[src/rtl/hazard_ctrl_unit.sv]
// Hazard controller for a 5-stage RISC-V pipeline.
// Resolves RAW hazards by forwarding from M/W or, when forwarding is
// disabled, by stalling in D. Also handles the load-use stall, the
// taken-branch flush and a multi-cycle EX stall sequencer, and keeps
// saturating perf counters of stall and flush cycles.
//
// Ports:
//   clk, rst                  clock (rising edge), async active-low reset
//   RS1_D, RS2_D              source registers of the instruction in D
//   RS1_E, RS2_E              source registers of the instruction in E
//   RD_E, RD_M, RD_W          destination registers in E/M/W
//   RegWriteE/M/W             destination write valid per stage
//   ResultSrcE                instruction in E is a load
//   PCSrcE                    taken branch/jump resolved in E
//   MultiCycleE               instruction in E is a multi-cycle op
//   CntClr                    synchronous clear of the perf counters
//   ForwardAE, ForwardBE      00 regfile, 10 from M, 01 from W
//   StallF, StallD, StallE    hold PC / IF-ID / ID-EX registers
//   FlushD, FlushE            zero IF-ID / ID-EX registers
//   BubbleM                   bubble into EX-MEM while EX is busy
//   McDoneE                   multi-cycle result valid this cycle
//   StallCnt, FlushCnt        saturating perf counters
module hazard_ctrl_unit #(
  parameter int unsigned REG_AW = 5,
  parameter int unsigned MC_LAT = 4,
  parameter int unsigned FWD_EN = 1,
  parameter int unsigned CNT_W  = 16
) (
  input  logic              clk,
  input  logic              rst,
  input  logic [REG_AW-1:0] RS1_D,
  input  logic [REG_AW-1:0] RS2_D,
  input  logic [REG_AW-1:0] RS1_E,
  input  logic [REG_AW-1:0] RS2_E,
  input  logic [REG_AW-1:0] RD_E,
  input  logic [REG_AW-1:0] RD_M,
  input  logic [REG_AW-1:0] RD_W,
  input  logic              RegWriteE,
  input  logic              RegWriteM,
  input  logic              RegWriteW,
  input  logic              ResultSrcE,
  input  logic              PCSrcE,
  input  logic              MultiCycleE,
  input  logic              CntClr,
  output logic [1:0]        ForwardAE,
  output logic [1:0]        ForwardBE,
  output logic              StallF,
  output logic              StallD,
  output logic              StallE,
  output logic              FlushD,
  output logic              FlushE,
  output logic              BubbleM,
  output logic              McDoneE,
  output logic [CNT_W-1:0]  StallCnt,
  output logic [CNT_W-1:0]  FlushCnt
);

  // Down-counter only has to hold MC_LAT-2.
  localparam int unsigned MC_CW = (MC_LAT > 2) ? $clog2(MC_LAT) : 1;
  localparam logic [MC_CW-1:0] MC_LOAD = MC_CW'(MC_LAT - 2);

  typedef enum logic [1:0] {
    IDLE = 2'd0,
    BUSY = 2'd1,
    DONE = 2'd2
  } mc_state_t;

  mc_state_t        state;
  logic [MC_CW-1:0] cnt;
  logic             mc_stall;
  logic             lw_stall;
  logic             raw_stall;
  logic             hz_stall;

  // Multi-cycle EX sequencer; McDoneE is registered and high only in DONE.
  always_ff @(posedge clk or negedge rst) begin
    if (!rst) begin
      state   <= IDLE;
      cnt     <= '0;
      McDoneE <= 1'b0;
    end else begin
      case (state)
        IDLE: begin
          McDoneE <= 1'b0;
          if (MultiCycleE) begin
            if (MC_LAT > 2) begin
              state <= BUSY;
              cnt   <= MC_LOAD;
            end else begin
              state   <= DONE;
              McDoneE <= 1'b1;
            end
          end
        end
        BUSY: begin
          if (cnt == MC_CW'(1)) begin
            state   <= DONE;
            McDoneE <= 1'b1;
          end else begin
            cnt <= cnt - MC_CW'(1);
          end
        end
        DONE: begin
          state   <= IDLE;
          McDoneE <= 1'b0;
        end
        default: begin
          state   <= IDLE;
          McDoneE <= 1'b0;
        end
      endcase
    end
  end

  // EX is held from the cycle the op is seen in IDLE until it reaches DONE.
  assign mc_stall = ((state == IDLE) && MultiCycleE) || (state == BUSY);

  // Load-use and (forwarding-disabled) RAW hazard detection on the D sources.
  always_comb begin
    lw_stall  = ResultSrcE && (RD_E != '0) && ((RD_E == RS1_D) || (RD_E == RS2_D));
    raw_stall = 1'b0;
    if (FWD_EN == 0) begin
      raw_stall = ((RS1_D != '0) && ((RegWriteE && (RD_E == RS1_D)) ||
                                     (RegWriteM && (RD_M == RS1_D)))) ||
                  ((RS2_D != '0) && ((RegWriteE && (RD_E == RS2_D)) ||
                                     (RegWriteM && (RD_M == RS2_D))));
    end
    hz_stall = lw_stall || raw_stall;
  end

  // Hazard outputs; priority is multi-cycle stall, then branch, then hazard stall.
  always_comb begin
    ForwardAE = 2'b00;
    ForwardBE = 2'b00;
    StallF    = 1'b0;
    StallD    = 1'b0;
    StallE    = 1'b0;
    FlushD    = 1'b0;
    FlushE    = 1'b0;
    BubbleM   = 1'b0;
    if (rst) begin
      if (FWD_EN != 0) begin
        if (RegWriteM && (RD_M != '0) && (RD_M == RS1_E))      ForwardAE = 2'b10;
        else if (RegWriteW && (RD_W != '0) && (RD_W == RS1_E)) ForwardAE = 2'b01;
        if (RegWriteM && (RD_M != '0) && (RD_M == RS2_E))      ForwardBE = 2'b10;
        else if (RegWriteW && (RD_W != '0) && (RD_W == RS2_E)) ForwardBE = 2'b01;
      end
      if (mc_stall) begin
        StallF  = 1'b1;
        StallD  = 1'b1;
        StallE  = 1'b1;
        BubbleM = 1'b1;
      end else if (PCSrcE) begin
        FlushD = 1'b1;
        FlushE = 1'b1;
      end else if (hz_stall) begin
        StallF = 1'b1;
        StallD = 1'b1;
        FlushE = 1'b1;
      end
    end
  end

  // Saturating perf counters; clear wins over increment.
  always_ff @(posedge clk or negedge rst) begin
    if (!rst) begin
      StallCnt <= '0;
      FlushCnt <= '0;
    end else if (CntClr) begin
      StallCnt <= '0;
      FlushCnt <= '0;
    end else begin
      if (StallF && (StallCnt != '1)) StallCnt <= StallCnt + CNT_W'(1);
      if (FlushD && (FlushCnt != '1)) FlushCnt <= FlushCnt + CNT_W'(1);
    end
  end

endmodule

[config.mk]
export PLATFORM = sky130hd
export DESIGN_NAME = hazard_ctrl_unit
export DESIGN_NICKNAME = d
export VERILOG_FILES = /design/src/rtl/hazard_ctrl_unit.sv
export SDC_FILE = /design/constraint.sdc
export NUM_CORES = 1
export LEC_CHECK = 0
export ABC_AREA = 1
export BUFFER_PORTS_ARGS = -buffer_cell sky130_fd_sc_hd__buf_2
export CORE_ASPECT_RATIO = 0.8
export CORE_MARGIN = 2
export CORE_UTILIZATION = 45
export DETAILED_ROUTE_END_ITERATION = 8
export PLACE_DENSITY = 0.83
export SLEW_MARGIN = 40
export SYNTH_ARGS = -nofsm -noshare
export SYNTH_HDL_FRONTEND = slang
export SYNTH_SLANG_ARGS = --single-unit
[constraint.sdc]
create_clock -name clk -period 4.3 [get_ports clk]
set_clock_uncertainty 0.15 [all_clocks]
set_input_delay 0.43 -clock clk [delete_from_list [all_inputs] [get_ports clk]]
set_output_delay 0.43 -clock clk [all_outputs]
set_load 0.005 [all_outputs]
* Yosys cells after proc, flatten, opt, wreduce, memory -nomap -nowiden *
Index checks and enable logic that the tools add are counted.

word-level totals
  register bits = 37

cells by class
  add/sub/neg operators = 3
  eq/ne operators = 13
  muxes and demuxes = 30
  reductions and logical operators = 22

operator list
  cell                                                                    count
  16-bit two-way mux                                                      4
  16-bit by 1-bit adder with 16-bit output (second input constant)        2
  16-bit != test (second input constant)                                  2
  5-bit equality test                                                     6
  1-bit two-way mux                                                       16
  2-bit two-way mux                                                       8
  5-bit nonzero test                                                      3
  1-bit logical AND                                                       11
  2-bit one-hot mux with 2 select lines                                   2
  2-bit != test (second input constant)                                   3
  2-bit nonzero test                                                      3
  2-bit by 1-bit equality test with 1-bit output (second input constant)  2
  3-bit AND reduction                                                     1
  2-bit logical NOT                                                       1
  1-bit logical OR                                                        2
  2-bit AND reduction                                                     1
  2-bit by 1-bit subtractor with 2-bit output (second input constant)     1

* Depth between registers and ports, before layout *
Gate-level depths: netlist of the first run.

  depth after elaboration = 10
  gate-level depth with buffers = 12

* Worst setup path before layout of the first run *
Ideal clock, no wire load.

  path kind = register to output
  start = register state[1]
  end = output port StallF
  data arrival time = 1.317 ns
  required time = 3.720 ns
  slack = 2.403 ns
  cell stages (with the launch flop) = 10
  cells stage by stage = dfrtp_1 nor2_1 inv_2 nand2_2 inv_2 nor2_2 inv_2 nand2_4 buf_2 buf_4

on the way
  longest elaborated chain between the ends = 5
  elaborated cells on any way between the ends = 6

RTL lines
  element                           RTL line  RTL
  start: declaration                68        mc_state_t state;
  start signal: assignment          78        state <= IDLE;
  start signal: assignment          87        state <= BUSY;
  start signal: assignment          90        state <= DONE;
  2-bit logical NOT                 116       assign mc_stall = ((state == IDLE) && MultiCycleE) || (state == BUSY);
  1-bit logical AND                 116
  1-bit logical OR *                116
  1-bit two-way mux * (2 in a row)  -
  end: declaration                  47        output logic StallF,

Mark *: on every way between the ends. The rest lies on a longest branch, timed or not.

* Worst setup path after layout of the first run *
  start = register state[1]
  end = output port StallD

on the way
  longest elaborated chain between the ends = 5
  elaborated cells on any way between the ends = 6

RTL lines
  element              RTL line  RTL
  2-bit logical NOT    116
  1-bit logical AND    116
  1-bit logical OR *   116
  1-bit two-way mux *  148       if (mc_stall) begin
  1-bit two-way mux *  141       if (rst) begin
  end: declaration     48        output logic StallD,

Marked as above.

==> metrics.md, run 1 <==
| Metric | Value |
|---|---|
| TNS Setup | 0 ns |
| CTS tree | yes |
| Vias per cell | 5.13 |
| I/O pin cnt | 87 |
| DRC errors left | 0 |
| Final Hold Fails | 0 |
| Largest net degree at the start of global routing | 47 |
| Cts repair resizes | 0 |
| Register area | 926 um2 |
| Slowest cell delay on critical path | 0.37 ns |
| Worst relative slew slack | 0.530 |
| WP data required | around 3.7 ns |
| CTS sink count | 37 |
| Crit path capture | StallD |
| Core ar. | a little under 0.006 mm2 |
| Post-synth top flop | dfrtp_1 |
| Placer Congestion | about 0.90 |
| Synthesis-stage register bit count | 37 |
| Clock Latency Late Sink | slightly below 0.3 ns |
| Util after Layout | 0.561 |
| Worst VDD drop | about 0.18 mV |
| Area occupied by multi-input gates | 0.00154 mm2 |
| Post-synthesis sequential area ratio | 0.336 |
| Gr usage total | 0.202 |
| Period utilization | 0.503 |
| Fraction of layout cells with a size suffix above 1 | 0.243 |
| Max frequency | roughly 460 MHz |
| Clock-pin slew on the worst setup and hold paths | approximately 0.07 ns |
| Area growth syn-to-layout | 20.4% |
| CP startpoint | state[1]$_DFFE_PN0P_ |
| Synth top area share | 0.336 |
| Max-slew violations | 0 |
| ANT nets after route | 0 |
| Antenna violations before repair | 0 |
| GRT overflow | 0 |
| Tot Pwr | between 0.8 and 0.9 mW |
| Async set-reset flop share out of synthesis | 1.00 |
| Setup violators final | 0 |
| H-tree depth | 2 |
| Unrepaired setup endpoints after global routing | no |
| Net count, final | between 500 and 600 |
| CP max stage cell | dfrtp_1 |
| Final WL | 6640 um |
| Most used cell, CP | inv_2 |
| Pwr per Cell Area | 261 mW/mm2 |
| Hold Crit Class | input port to async pin |
| Crit path kind | register to output pin |
| Die Width | approximately 91 um |
| Drt wl/cell | 11.9 um |
| Vias in the first global route | between 2,000 and 3,000 |
| Root buffer cell | clkbuf_8 |
| Most frequent cells in the layout | nand2_1, buf_2, inv_1 |
| Initial Utilization | 0.466 |
| Setup bufs post-CTS | 0 |
| Status | completed |
| Reg2Reg Depth | 9 |
| I/O Buffers | 85 |
| Crit path cell chain | nor2_1 -> inv_2 -> nand2_2 -> inv_2 -> nor2_2 -> inv_2 -> nand2_4 -> buf_2 |
| Full die area | between 0.006 and 0.007 mm2 |
| Clock buffer depth | 2 |
| Setup slack, reg-to-reg | ~2.2 ns |
| Netlist cell types | 35 |
| Type of element capturing the critical path | output pin |
| Fillers | approximately 560 |
| Yosys synthesis warning count | 0 |
| Final std cells w/o fill | 559 |
| Number of core rows | 25 |
| Placed cells | around 550 |
| CTS Buf Count | 5 |
| Top post-synthesis cells by area | dfrtp_1, nand2_1, xor2_1, inv_1, nand4_1 |
| Crit path buffers/inverters | 4 |
| Fin crit period | approximately 2.2 ns |
| Syn nets | between 400 and 500 |
| Most common cell after layout, fill and taps aside | nand2_1 |
| Critical path's top delay family | simple AND/OR/NAND/NOR gates |
| DPL Wire Length | 5130 um |
| Chip height | 74.0 um |
| First drt pass iteration count | 4 |
| R2R Path End | StallCnt[4]$_DFFE_PN0P_ |
| Arrival time worst endpoint | around 1.6 ns |
| Syn avg cell area | between 7 and 8 um2 |
| Post-synth EDFFs | 0 |
| Critical Path Stages | 8 |
| Ant. Diodes | 0 |
| Least-Margin Pin Slew | between 0.7 and 0.8 ns |
| Via count | 2,868 |
| Hold_buf cts | 0 |
| Synth Cell Area | ~0.0028 mm2 |
| Worst r2r src | StallCnt[0]$_DFFE_PN0P_ |
| Top cell type by total area after synthesis | dfrtp_1 |
| Max Cap Viol | 0 |
| CP Launch Type | register |
| Lkg Pwr | approximately 1.8 nW |
| First-pass GRT wire length | about 11,000 um |
| Initial drt markers | 206 |
| Synth Instances | 393 |
| CP Max Fanout | 19 |
## cell families after synthesis
logic type / after synthesis / synth area share
AND/OR/NAND/NOR: 214 / 0.372
buffers and inverters: 71 / 0.104
flip-flops: 37 / 0.336
AO/OA/AOI/OAI: 35 / 0.0691
XOR/XNOR: 33 / 0.105
adder cells (fa/ha/maj): 3 / 0.0136
## area by class of cell
type                            instances  area share
Multi-Input combinational cell        285       0.465
Inverter                               62      0.0702
Timing Repair Buffer                   86       0.131
Clock buffer                            8      0.0242
Tap cell                               81      0.0306
Sequential cell                        37       0.279
## Yosys cell counts, drive strengths merged, types with 2 or more instances
cell type  count
dfrtp         37
nor2          40
a21oi          9
buf            8
nand2         95
o31ai          2
nor3          10
o22ai          2
xnor2         10
inv           62
o21ai         19
nand4         28
nand3         35
xor2          23
nor4           3
ha             3
## flip-flops by register name (all words and copies together), names as in the netlist
register,cells
StallCnt,16
state,2
cnt,2
McDoneE,1
FlushCnt,16
## worst min path at each step
| stage | slack [ns] | endpoint | startpoint | depth (start not counted) |
|---|---|---|---|---|
| 2_1_floorplan | -0.02 | FlushCnt[0]$_DFFE_PN0P_ | rst | 0 |
| 3_3_place_gp | 0.35 | McDoneE$_DFFE_PN0P_ | McDoneE$_DFFE_PN0P_ | 2 |
| 3_5_place_dp | 0.35 | McDoneE$_DFFE_PN0P_ | McDoneE$_DFFE_PN0P_ | 2 |
| 4_1_cts | 0.11 | StallCnt[8]$_DFFE_PN0P_ | rst | 2 |
| 5_1_grt | 0.13 | StallCnt[8]$_DFFE_PN0P_ | rst | 2 |
| 6_report | 0.09 | StallCnt[8]$_DFFE_PN0P_ | rst | 2 |
## metal layers
layer,global-route usage,up-vias,wire length [um]
met3,0.0365,14,349
met2,0.346,91,3120
met4,0.0808,0,127
met1,0.260,1308,3040
met5,0,-,0
li1,-,1455,-
## worst register-to-register path: cells and delay by family, from the launching register on
kind / cells / cell delay, ns
simple gates: 8 / 1.21
flops: 1 / 0.39
fa+ha+maj: 1 / 0.28
## through the flow
step	hold slack, ns	setup slack (ns)	cell area (um2)
2_1_floorplan	-0.0156	2.40	2750
4_1_cts	0.107	2.12	3310
3_3_place_gp	0.349	2.27	3230
6_report	0.0930	2.14	3310
5_1_grt	0.127	2.00	3310
3_5_place_dp	0.347	2.25	3230
## power breakdown
part / switching (mW) / total [mW] / internal (mW)
registers: 0.0152 / 0.391 / 0.376
logic: 0.157 / 0.244 / 0.0871
clock network: 0.115 / 0.230 / 0.115
total: 0.287 / 0.866 / 0.578
No activity file was read; power rests on OpenSTA's default activity.
==> run 2, diff against run 1 <==
Clock period 4.3 ns to 2.2 ns, I/O delays scaled along.
==> metrics.md, run 2 (synthesis gave the netlist of run 1 again) <==
| Metric | Value |
|---|---|
| Least-Margin Pin Slew | 0.503 ns (-0.200 ns) |
| Ant. Diodes | 0 (unchanged) |
| Die Width | 91.5 um (unchanged) |
| Setup slack, reg-to-reg | 0.20 ns (-2.03 ns) |
| TNS Setup | 0 ns (unchanged) |
| Type of element capturing the critical path | register |
| Initial drt markers | 224 (+8.7%) |
| Root buffer cell | clkbuf_8 |
| Worst Hold End | FlushCnt[14]$_DFFE_PN0P_ |
| Lkg Pwr | 1.85 nW (+0.87%) |
| Net count, final | 526 (+0.38%) |
| Tot Pwr | 1.73 mW (+100%) |
| Worst Min Path Start | CntClr |
| Max-slew violations | 0 (unchanged) |
| Pwr per Cell Area | 516 mW/mm2 (+98%) |
| H-tree depth | 2 (unchanged) |
| Worst slack, placed | 0.206 ns (-2.05 ns) |
| Worst r2r src | StallCnt[1]$_DFFE_PN0P_ |
| Most common cell after layout, fill and taps aside | nand2_1 |
| Max frequency | 501 MHz |
| Status | completed |
| Fillers | 561 (+0.36%) |
| Fraction of layout cells with a size suffix above 1 | 0.246 (+0.00367) |
| Clock Latency Late Sink | 0.29 ns (about the same) |
| Via count | 2,896 (+0.98%) |
| Final Hold Fails | 0 (unchanged) |
| Area growth syn-to-layout | 21.5% |
| Gr usage total | 0.208 (+0.00536) |
| Antenna violations before repair | 0 (unchanged) |
| WP data required | 2.28 ns (-1.44 ns) |
| DRC errors left | 0 (unchanged) |
| Max Cap Viol | 0 (unchanged) |
| Final WL | 6710 um (+1.1%) |
| R2R Path End | StallCnt[8]$_DFFE_PN0P_ |
| Biggest regs | FlushCnt x16, StallCnt x16 |
| Reg2Reg Depth | 9 (unchanged) |
| GRT overflow | 0 (unchanged) |
| Area after DPL | 0.00324 mm2 (+0.23%) |
| Register area | 926 um2 (unchanged) |
| Largest net degree at the start of global routing | 38 (-19%) |
| Arrival time worst endpoint | 2.07 ns (+0.49 ns) |
| Crit path kind | register to register |
| I/O Buffers | 85 (unchanged) |
| Period utilization | 0.907 |
| Placer Congestion | 0.908 (+0.86%) |
| Number of core rows | 25 (unchanged) |
| PnR worst setup slack | 0.204 ns (-1.93 ns) |
| Finished Cell Area | 0.00335 mm2 (+0.98%) |
| Full die area | 0.00677 mm2 (unchanged) |
| CTS Buf Count | 5 (unchanged) |
| CP Max Fanout | 17 (-2) |
| CP Launch Type | register |
| Vias in the first global route | 2,608 (+0.85%) |
| DPL Wire Length | 5170 um (+0.80%) |
| First-pass GRT wire length | 11,600 um (+2.9%) |
| Initial Utilization | 0.466 (unchanged) |
| ANT nets after route | 0 (unchanged) |
| First drt pass iteration count | 5 (+1) |
| I/O pin cnt | 87 (unchanged) |
| Chip height | 74.0 um (unchanged) |
| Area occupied by multi-input gates | 0.00155 mm2 (+0.57%) |
| Util after Layout | 0.566 (+0.00550) |
| Vias per cell | 5.17 (+0.80%) |
| Core ar. | 0.00591 mm2 (unchanged) |
| Setup violators final | 0 (unchanged) |
| Fin crit period | ~2.0 ns |
| Hold Crit Class | input port to register |
| Worst relative slew slack | 0.664 (+0.134) |
| Clock-pin slew on the worst setup and hold paths | 0.07 ns (about the same) |
| Worst VDD drop | 0.233 mV (+26%) |
| Drt wl/cell | 12.0 um (+0.90%) |
| Setup bufs post-CTS | 0 (unchanged) |
| CTS tree | yes |
| CTS sink count | 37 (unchanged) |
| Clock buffer depth | 2 (unchanged) |
| Most frequent cells in the layout | nand2_1, buf_2, inv_1 |
| Hold Crit Depth | 2 |
==> run 2: worst max-delay path by stage <==
stage                             from                  endpoint  slack [ns]  cells after the start
6_report       StallCnt[1]$_DFFE_PN0P_   StallCnt[8]$_DFFE_PN0P_        0.20                      9
5_1_grt        StallCnt[1]$_DFFE_PN0P_  StallCnt[10]$_DFFE_PN0P_   -0.000008                      9
4_1_cts        StallCnt[1]$_DFFE_PN0P_   StallCnt[8]$_DFFE_PN0P_        0.18                      9
3_5_place_dp   StallCnt[1]$_DFFE_PN0P_   StallCnt[8]$_DFFE_PN0P_        0.21                      9
3_3_place_gp   StallCnt[0]$_DFFE_PN0P_   StallCnt[8]$_DFFE_PN0P_        0.25                      9
2_1_floorplan  StallCnt[0]$_DFFE_PN0P_   StallCnt[4]$_DFFE_PN0P_        0.44                      9
==> run 2: what timing repair did <==
action,in CTS,in global routing
hold buffers,1,0
hold endpoints to repair,37,0
resized for setup,0,1
setup endpoints to repair,0,10
==> run 2: power by group <==
group	switching (mW)	total [mW]	internal [mW]	leakage (nW)
Combinational	0.313	0.489	0.176	1.30
Sequential	0.0319	0.767	0.735	0.508
Clock	0.224	0.472	0.248	0.0443
==> run 2: stage by stage <==
stage | hold slack (ns) | std cells
after detailed placement | 0.232 | 552
after CTS | 0.0356 | 560
after global routing | 0.0550 | 560
after floorplan | -0.226 | 393
after global placement | 0.239 | 552
final | 0.0463 | 560
==> run 2: area by class of cell <==
class	count	area share
inverters	62	0.0695
clock buffers	7	0.0258
flip-flops and latches	37	0.277
repair buffers	88	0.135
multi-input cells	285	0.463
well taps	81	0.0303
==> run 2: routing by layer <==
layer  track usage  up-vias  part of all wire
met5             0        -                 0
met1         0.269     1350              0.46
met2         0.355       85              0.47
met4        0.0572        0            0.0089
met3        0.0486        8             0.059
li1              -     1453                 -
==> run 2: worst max-delay path, cell delays in order (launching register included) <==
cell	delay (ns)
dfrtp_1	0.39
ha_1	0.26
nand2_1	0.11
nor2_4	0.13
nand2_2	0.09
nor3_4	0.14
nand3_4	0.24
nand2_8	0.22
nand3_1	0.10
nand2_1	0.08
==> run 3, diff against run 2 <==
Settings changed: PLACE_DENSITY 0.83 to 0.86.
Clock period 2.2 ns to 1.81 ns, I/O delays scaled along.
==> metrics.md, run 3 (synthesis gave the netlist of run 1 again) <==
| Metric | Value |
|---|---|
| CTS tree | yes |
| Setup slack, reg-to-reg | 0.003 ns (-0.20 ns) |
| Final WL | 7570 um (+13%) |
| Most frequent cells in the layout | nand2_1, buf_2, inv_1 |
| Slowest cell delay on critical path | 0.40 ns (about the same) |
| Largest net degree at the start of global routing | 38 (unchanged) |
| Most common cell after layout, fill and taps aside | nand2_1 |
| Most used cell, CP | nand2_2 |
| R2R Path End | StallCnt[3]$_DFFE_PN0P_ |
| Fraction of layout cells with a size suffix above 1 | 0.311 (+0.0650) |
| Worst VDD drop | 0.301 mV (+29%) |
| Root buffer cell | clkbuf_8 |
| Combinational share of power | 0.340 (+0.057) |
| First-pass GRT wire length | 12,100 um (+5.0%) |
| Max Cap Viol | 0 (unchanged) |
| Max frequency | 553 MHz (+10%) |
| Gr usage total | 0.218 (+0.00994) |
| Net count, final | 548 (+4.2%) |
| Area growth syn-to-layout | 32.2% |
| Status | completed |
| Type of element capturing the critical path | register |
| Finished Cell Area | 0.00364 mm2 (+8.7%) |
| Die Width | 91.5 um (unchanged) |
| Crit path cell chain | ha_2 -> nand2_2 -> nor2_4 -> nand2_2 -> nor3_4 -> nand3_4 -> buf_6 -> nand4_1 -> nand2_1 |
| Unrepaired setup endpoints after global routing | yes |
| Critical path's top delay family | simple AND/OR/NAND/NOR gates |
| Setup violators final | 0 (unchanged) |
| ANT nets after route | 0 (unchanged) |
| Crit path buffers/inverters | 1 (+1) |
| First drt pass iteration count | 5 (unchanged) |
| Clock Latency Late Sink | 0.29 ns (about the same) |
| Via count | 3,075 (+6.2%) |
| Worst relative slew slack | 0.692 (+0.0284) |
| TNS Setup | 0 ns (unchanged) |
| Biggest regs | FlushCnt x16, StallCnt x16 |
| Worst Min Path Start | CntClr |
| CTS sink count | 37 (unchanged) |
| Initial Utilization | 0.466 (unchanged) |
| Core ar. | 0.00591 mm2 (unchanged) |
| CP max stage cell | dfrtp_1 |
| Max-slew violations | 0 (unchanged) |
| Fin crit period | 1.81 ns (-0.188 ns) |
| Area after DPL | 0.00331 mm2 (+2.1%) |
| Flop pwr share | 0.407 (-0.037) |
| CP Max Fanout | 7 (-10) |
| Full die area | 0.00677 mm2 (unchanged) |
| CTS Buf Count | 5 (unchanged) |
| Drt wl/cell | 13.0 um (+8.5%) |
| Clock-pin slew on the worst setup and hold paths | 0.07 ns (about the same) |
| Final std cells w/o fill | 582 (+3.9%) |
| Period utilization | 0.999 (+0.0915) |
| Vias in the first global route | 2,722 (+4.4%) |
| Hold Crit Class | input port to register |
| Placed cells | 561 (+1.6%) |
| Number of core rows | 25 (unchanged) |
| Hold Crit Depth | 2 (unchanged) |
| I/O Buffers | 85 (unchanged) |
| Pwr per Cell Area | 632 mW/mm2 (+22%) |
| Placer Congestion | 0.897 (-1.2%) |
| Worst r2r src | StallCnt[0]$_DFFE_PN0P_ |
| GRT overflow | 0 (unchanged) |
| DRC errors left | 0 (unchanged) |
| Switching power | 0.773 mW (+36%) |
| WP data required | 1.84 ns (-0.44 ns) |
| Arrival time worst endpoint | 1.83 ns (-0.24 ns) |
| I/O pin cnt | 87 (unchanged) |
| Clock buffer depth | 2 (unchanged) |
| Internal | 1.53 mW (+32%) |
| PnR worst setup slack | 0.00254 ns (-0.202 ns) |
| Worst slack, placed | 0.0105 ns (-0.195 ns) |
| H-tree depth | 2 (unchanged) |
| Sw Ratio | 0.336 (+0.00720) |
| Antenna violations before repair | 0 (unchanged) |
| Least-Margin Pin Slew | 0.461 ns (-0.0418 ns) |
| Vias per cell | 5.28 (+2.2%) |
| DPL Wire Length | 5640 um (+9.1%) |
| Crit path kind | register to register |
| Worst Hold End | FlushCnt[4]$_DFFE_PN0P_ |
| Lkg Pwr | 1.98 nW (+7.0%) |
| Initial drt markers | 170 (-24%) |
| Final Hold Fails | 0 (unchanged) |
| CP Launch Type | register |
| Clock Power Share | 0.252 (-0.021) |
| Ant. Diodes | 0 (unchanged) |
| Chip height | 74.0 um (unchanged) |
| Reg2Reg Depth | 9 (unchanged) |
-- run 3: changes by cell type in the layout (fill, tap and decap cells not counted), sizes merged --
cell	previous run	this run
buf	87	109
-- run 3: timing repair --
action | CTS | global route
hold buffers | 1 | 0
pin swaps | 0 | 26
endpoints found under the hold margin | 37 | 0
setup buffers | 0 | 13
endpoints found under the setup margin | 3 | 30
resized for setup | 4 | 32
-- run 3: per-layer routing --
metal  track usage  routed length [um]  share of wire
met1         0.283                3200           0.42
met2         0.374                3740           0.49
met3        0.0375                 469          0.062
met4        0.0741                 164          0.022
met5             0                   0              0
-- run 3: final cells by class --
| type | instances | area, um2 |
|---|---|---|
| inverters | 62 | 240 |
| fillers | 503 | 2270 |
| clock buffers | 7 | 86.3 |
| well taps | 81 | 101 |
| multi-input cells | 285 | 1650 |
| flip-flops and latches | 37 | 930 |
| repair buffers | 110 | 631 |
-- run 3: how the worst max path moves through the flow --
| stage | start | slack [ns] | endpoint | cells after the start |
|---|---|---|---|---|
| after floorplan | StallCnt[0]$_DFFE_PN0P_ | 0.05 | StallCnt[4]$_DFFE_PN0P_ | 9 |
| after global routing | StallCnt[0]$_DFFE_PN0P_ | -0.12 | StallCnt[2]$_DFFE_PN0P_ | 9 |
| after global placement | state[0]$_DFFE_PN0P_ | 0.05 | FlushCnt[3]$_DFFE_PN0P_ | 10 |
| after detailed placement | state[0]$_DFFE_PN0P_ | 0.01 | FlushCnt[3]$_DFFE_PN0P_ | 10 |
| final | StallCnt[0]$_DFFE_PN0P_ | 0.003 | StallCnt[3]$_DFFE_PN0P_ | 9 |
| after CTS | StallCnt[1]$_DFFE_PN0P_ | 0.0004 | StallCnt[3]$_DFFE_PN0P_ | 9 |
-- run 3: metrics by stage --
step	power, mW	util	hold slack [ns]
final	2.30	0.616	0.0231
after detailed placement	1.55	0.560	0.200
after global placement	1.52	0.560	0.197
after CTS	2.16	0.580	0.0104
after floorplan	1.34	-	-0.265
after global routing	2.43	0.616	0.0297
-- run 3: power groups by stage --
| stage | Sequential (mW) | Combinational [mW] | Clock, mW |
|---|---|---|---|
| after detailed placement | 0.947 | 0.608 | 0 |
| after global placement | 0.941 | 0.583 | 0 |
| after CTS | 0.933 | 0.636 | 0.586 |
| final | 0.937 | 0.782 | 0.580 |
| after floorplan | 0.943 | 0.394 | 0 |
| after global routing | 0.945 | 0.872 | 0.614 |
